--- src/rtl/pipe_ctrl_pkg.sv ---
// Shared definitions for the pipeline hazard controller.
//   ctrl_state_e       : FSM state encoding (RUN, MEM_WAIT, FAULT), 2 bits
//   MemTimeoutDefault  : default max cycles spent in MEM_WAIT before a fault
//   StallCntWDefault   : default width of the stall performance counter
//   load_use()         : load-use hazard detect between ID/EX load and IF/ID sources
package pipe_ctrl_pkg;

   typedef enum logic [1:0] {
      StRun     = 2'd0,
      StMemWait = 2'd1,
      StFault   = 2'd2
   } ctrl_state_e;

   localparam int unsigned MemTimeoutDefault = 15;
   localparam int unsigned StallCntWDefault  = 16;

   // r0 is hardwired zero, so a load "to r0" never creates a dependency.
   function automatic logic load_use(input logic       ex_memread,
                                     input logic [4:0] ex_rt,
                                     input logic [4:0] id_rs,
                                     input logic [4:0] id_rt,
                                     input logic       id_uses_rt);
      return ex_memread && (ex_rt != 5'd0) &&
             ((ex_rt == id_rs) || (id_uses_rt && (ex_rt == id_rt)));
   endfunction

endpackage

--- src/rtl/sat_counter.sv ---
// Saturating up-counter used for the stall-cycle performance count.
//   clk_i : clock, rising edge
//   rst_i : asynchronous active-low reset, clears the count
//   en_i  : increment this cycle
//   cnt_o : current count, sticks at all-ones instead of wrapping
module sat_counter #(
   parameter int unsigned Width = 16
) (
   input  logic             clk_i,
   input  logic             rst_i,
   input  logic             en_i,
   output logic [Width-1:0] cnt_o
);

   logic [Width-1:0] cnt_q, cnt_d;

   always_comb begin
      cnt_d = cnt_q;
      if (en_i && (cnt_q != {Width{1'b1}})) begin
         cnt_d = cnt_q + Width'(1);
      end
   end

   always_ff @(posedge clk_i or negedge rst_i) begin
      if (!rst_i) begin
         cnt_q <= '0;
      end else begin
         cnt_q <= cnt_d;
      end
   end

   assign cnt_o = cnt_q;

endmodule

--- src/rtl/pipe_hazard_ctrl.sv ---
// Pipeline hazard controller: load-use stall, taken-branch flush, data-memory
// wait stall with timeout fault, and a saturating stall-cycle counter.
//   clk_i, rst_i            : clock and asynchronous active-low reset
//   id_rs_i, id_rt_i        : IF/ID source registers; id_uses_rt_i qualifies rt
//   ex_memread_i, ex_rt_i   : ID/EX load flag and its destination register
//   branch_taken_i          : branch resolved taken in ID this cycle
//   mem_req_i, mem_ready_i  : EX/MEM memory access and its completion
//   *_write_o               : load enables of PC and pipeline registers
//   if_id_flush_o           : zero IF/ID on next edge
//   id_ex_bubble_o          : zero ID/EX control bits
//   mem_wb_bubble_o         : zero MEM/WB RegWrite/Mem2Reg
//   fault_o                 : sticky memory-timeout fault (cleared only by reset)
//   stall_cnt_o             : count of cycles with pc_write_o low, saturating
module pipe_hazard_ctrl
   import pipe_ctrl_pkg::*;
#(
   parameter int unsigned MEM_TIMEOUT = MemTimeoutDefault,
   parameter int unsigned CNT_W       = StallCntWDefault
) (
   input  logic             clk_i,
   input  logic             rst_i,
   input  logic [4:0]       id_rs_i,
   input  logic [4:0]       id_rt_i,
   input  logic             id_uses_rt_i,
   input  logic             ex_memread_i,
   input  logic [4:0]       ex_rt_i,
   input  logic             branch_taken_i,
   input  logic             mem_req_i,
   input  logic             mem_ready_i,
   output logic             pc_write_o,
   output logic             if_id_write_o,
   output logic             id_ex_write_o,
   output logic             ex_mem_write_o,
   output logic             if_id_flush_o,
   output logic             id_ex_bubble_o,
   output logic             mem_wb_bubble_o,
   output logic             fault_o,
   output logic [CNT_W-1:0] stall_cnt_o
);

   localparam int unsigned WaitW = $clog2(MEM_TIMEOUT + 1);
   localparam logic [WaitW-1:0] TimeoutVal = WaitW'(MEM_TIMEOUT);

   ctrl_state_e      state_q;
   logic [WaitW-1:0] wait_q;
   logic             mst;
   logic             lu;

   assign mst = ((state_q == StRun) && mem_req_i && !mem_ready_i) ||
                ((state_q == StMemWait) && !mem_ready_i);
   assign lu  = load_use(ex_memread_i, ex_rt_i, id_rs_i, id_rt_i, id_uses_rt_i);

   // wait_q counts MEM_WAIT cycles; entry loads 1 so the Nth MEM_WAIT cycle
   // sees wait_q == N and the fault fires at the end of cycle MEM_TIMEOUT.
   always_ff @(posedge clk_i or negedge rst_i) begin
      if (!rst_i) begin
         state_q <= StRun;
         wait_q  <= '0;
      end else begin
         case (state_q)
            StRun: begin
               if (mem_req_i && !mem_ready_i) begin
                  state_q <= StMemWait;
                  wait_q  <= WaitW'(1);
               end
            end
            StMemWait: begin
               if (mem_ready_i) begin
                  state_q <= StRun;
                  wait_q  <= '0;
               end else if (wait_q == TimeoutVal) begin
                  state_q <= StFault;
               end else begin
                  wait_q <= wait_q + WaitW'(1);
               end
            end
            StFault: begin
               state_q <= StFault;
            end
            default: begin
               state_q <= StRun;
               wait_q  <= '0;
            end
         endcase
      end
   end

   // Priority: FAULT > memory stall > load-use > branch flush.
   always_comb begin
      pc_write_o      = 1'b1;
      if_id_write_o   = 1'b1;
      id_ex_write_o   = 1'b1;
      ex_mem_write_o  = 1'b1;
      if_id_flush_o   = 1'b0;
      id_ex_bubble_o  = 1'b0;
      mem_wb_bubble_o = 1'b0;
      if ((state_q == StFault) || mst) begin
         pc_write_o      = 1'b0;
         if_id_write_o   = 1'b0;
         id_ex_write_o   = 1'b0;
         ex_mem_write_o  = 1'b0;
         mem_wb_bubble_o = 1'b1;
      end else if (state_q == StRun) begin
         if (lu) begin
            pc_write_o     = 1'b0;
            if_id_write_o  = 1'b0;
            id_ex_bubble_o = 1'b1;
         end else if (branch_taken_i) begin
            if_id_flush_o = 1'b1;
         end
      end
   end

   assign fault_o = (state_q == StFault);

   sat_counter #(
      .Width (CNT_W)
   ) u_stall_cnt (
      .clk_i (clk_i),
      .rst_i (rst_i),
      .en_i  (!pc_write_o),
      .cnt_o (stall_cnt_o)
   );

endmodule

--- config.mk ---
export PLATFORM = sky130hd
export DESIGN_NAME = pipe_hazard_ctrl
export DESIGN_NICKNAME = d
export VERILOG_FILES = /design/src/rtl/pipe_ctrl_pkg.sv /design/src/rtl/sat_counter.sv /design/src/rtl/pipe_hazard_ctrl.sv
export SDC_FILE = /design/constraint.sdc
export NUM_CORES = 1
export LEC_CHECK = 0
export ABC_AREA = 1
export BUFFER_PORTS_ARGS = -buffer_cell sky130_fd_sc_hd__buf_2
export CAP_MARGIN = 30
export CORE_MARGIN = 2
export CORE_UTILIZATION = 40
export CTS_BUF_LIST = sky130_fd_sc_hd__clkbuf_8
export DETAILED_ROUTE_END_ITERATION = 8
export GPL_TIMING_DRIVEN = 0
export HOLD_SLACK_MARGIN = 0.02
export SLEW_MARGIN = 20
export SYNTH_ARGS = -nofsm -noshare
export SYNTH_HDL_FRONTEND = slang
export SYNTH_SLANG_ARGS = --single-unit
export TNS_END_PERCENT = 50
--- constraint.sdc ---
create_clock -name clk_i -period 4.3 [get_ports clk_i]
set_clock_uncertainty 0.05 [all_clocks]
set_input_delay 0.645 -clock clk_i [delete_from_list [all_inputs] [get_ports clk_i]]
set_output_delay 0.645 -clock clk_i [all_outputs]
set_load 0.02 [all_outputs]
==> metrics.md <==
| Metric | Value |
|---|---|
| FF-to-FF Start | u_stall_cnt.cnt_o[0] |
| Multi-input logic area | roughly 840 µm² |
| Top cell type's share of synthesized area | 0.345 |
| R2r setup slk | 2.59 ns |
| Critical path launch point | ex_rt_i[0] |
| Post-Syn Instances | around 240 |
| DRC violations left | 0 |
| Cts hold-fix bufs | 0 |
| Share of layout cells above drive strength 1 | 0.277 |
| Leakage power | roughly 0.0011 µW |
| Slew margin rel. | 0.673 |
| Worst Path Arrival | 1.84 ns |
| CP Class | in2out |
| RSZ-0062 raised after global routing | false |
| DR pass1 iterations | 4 |
| Worst r2r dst | u_stall_cnt.cnt_o[5] |
| GPL Wtd Cong | 0.822 |
| Max Cap Viol | 0 |
| Critical path peak fanout | 10 |
| Ports | 46 |
| Initial antenna violation count | 0 |
| Die width | around 67 µm |
| Hold Crit Class | in2async |
| Via count | between 1500 and 2000 |
| Outcome | finished, final reports clean |
| Count leader, synth | nand2_1 |
| Share of flip-flops with an asynchronous set or reset | 1.00 |
| Yosys reg bits | 22 |
| Final slew viol count | 0 |
| Synth Cell Area | 1600 µm² |
| Initial Util | 0.426 |
| Tcrit/Tclk final | 0.590 |
| Power share of the clock group | 0.170 |
| Number of flops mapped to enable cells by yosys | 0 |
| Vias in the first global route | roughly 1500 |
| Fin Setup TNS | 0 ns |
| Worst Reg-to-Reg Cells | 9 |
| Sequential cell area | ~550 µm² |
| Syn avg cell area | 6.76 µm² |
| Top cells by area, synth | dfrtp_1 34%, nand2_1 19%, nand3_1 7.8% |
| Internal power | 489 µW |
| Synth Net Count | 260 |
| Number of inserted diodes | 0 |
| Global Route Usage Sum | 0.182 |
| Synth Warn # | 0 |
| Synth cell types | 29 |
| Clock sinks | 22 |
| Synth top cells by count | 81 x nand2_1, 27 x inv_1, 25 x nand3_1, 23 x nor2_1, 22 x dfrtp_1 |
| CTS root buf | clkbuf_8 |
| Drt total wl | 3450 µm |
| Crit path time final | 2.54 ns |
| Flop pwr share | 0.341 |
| Final setup margin | approximately 1.8 ns |
| Clock Latency Late Sink | 0.26 ns |
| First-pass GRT wire length | around 6300 µm |
| Overflow after GRT | 0 |
| Peak supply drop | 0.200 mV |
| Area growth syn-to-layout | 21.3% |
| PD cells | around 450 nW/µm² |
| Final setup violation count | 0 |
| Max Clock Freq | 0.394 GHz |
| TritonCTS clock tree | yes |
| Max H-tree Level | 1 |
| Final Hold Fails | 0 |
| DR vias/cell | 4.52 |
| Area leader, netlist | dfrtp_1 |
| Core area | ~3700 µm² |
| Dpl ws | 1.73 ns |
| Switching power | ~380 µW |
| Post-DP HPWL | approximately 2700 µm |
| Vert. Die Dim | ~67 µm |
| Tightest Pin Transition | between 0.4 and 0.5 ns |
| Post-synth top flop | dfrtp_1 |
| DR iter-0 viols | 69 |
| WP data required | roughly 3.6 ns |
| Clock slew at reported path FFs | 0.07 ns |
| Deepest clock path buffer count | 2 |
| Row count | 22 |
| Fillcell total | 410 |
| Comb pwr share | 0.490 |
| Seq/Total Area, Yosys | 0.345 |
| Die area | ~4500 µm² |
| Sw frac | 0.437 |
| Total CTS buffers | 3 |
| Critical path capture point type | primary output |
| Postcts setup bufs | 0 |
| Startpoint types | primary input |
| WL/cell | 10.4 µm |
| Post-CTS resize count | 0 |
| Nets | 310 |
| Port Buffers | 45 |
| Post-DRT Antenna Nets | 0 |
| Largest net degree at the start of global routing | 23 |
routing by layer:
layer	up-vias	global-route usage	share of wire
met1	640	0.242	0.51
met3	5	0.0283	0.057
met5	-	0	0
li1	826	-	-
met2	33	0.292	0.41
met4	0	0.0842	0.020
worst max-delay path by stage:
stage,end,slack (ns)
final,pc_write_o,1.76
after detailed placement,pc_write_o,1.73
after global placement,pc_write_o,1.75
after CTS,pc_write_o,1.73
after floorplan,id_ex_bubble_o,1.98
after global routing,pc_write_o,1.60
worst max-delay path, cell delays in order:
cell	delay, ns
buf_2	0.12
inv_2	0.04
nand2_1	0.05
nand2_1	0.05
nor2_1	0.11
nand3_1	0.08
nand2_1	0.10
nand3_2	0.10
nand2_4	0.11
buf_6	0.15
inv_2	0.04
buf_4	0.11
buf_2	0.15
cells in the final DEF (no fill, tap or decap), drive strengths merged, types with 3 or more instances in the layout:
| master | netlist | routed |
|---|---|---|
| nand2 | 84 | 84 |
| buf | 6 | 51 |
| inv | 38 | 38 |
| nand3 | 28 | 28 |
| nor2 | 25 | 25 |
| dfrtp | 22 | 22 |
| xor2 | 7 | 7 |
| xnor2 | 5 | 5 |
| a21oi | 5 | 5 |
| o21ai | 5 | 5 |
| clkbuf | 0 | 4 |
| nand4 | 3 | 3 |
per-stage QoR:
step,hold slack [ns],instances,total power [µW],util,area [µm²]
2_1_floorplan,0.299,236,606,-,1600
3_5_place_dp,0.458,329,730,0.503,1880
5_1_grt,0.321,333,952,0.517,1940
4_1_cts,0.307,333,882,0.517,1940
3_3_place_gp,0.457,329,724,0.503,1880
6_report,0.283,333,867,0.517,1940
cells by family (layout without fill, tap and decap cells):
| logic type | Yosys count | in the layout | synth area share |
|---|---|---|---|
| AOI/OAI and AO/OA | 12 | 12 | 0.0470 |
| adders and majority gates | 2 | 2 | 0.0157 |
| buffers and inverters | 45 | 94 | 0.126 |
| and+or+nand+nor | 143 | 143 | 0.400 |
| DFF | 22 | 22 | 0.345 |
| xor gates and xnor gates | 12 | 12 | 0.0658 |
power by group through the flow:
stage / sequential (µW) / combinational, µW / clock, µW
floorplan: 320 / 286 / 0
CTS: 296 / 432 / 154
global placement: 299 / 425 / 0
detailed placement: 299 / 431 / 0
global route: 305 / 484 / 163
finish: 295 / 425 / 147
flip-flops by register name (all words and copies together) (netlist names):
register	flops
u_stall_cnt.cnt_o	16
wait_q	4
state_q	2
area by class of cell:
type,instances,area share
Multi-Input combinational cell,169,0.436
Sequential cell,22,0.284
Inverter,39,0.0762
Buffer,6,0.0278
Tap cell,48,0.0310
Timing Repair Buffer,45,0.116
Clock buffer,4,0.0284
(Power assumes the default switching activity.)
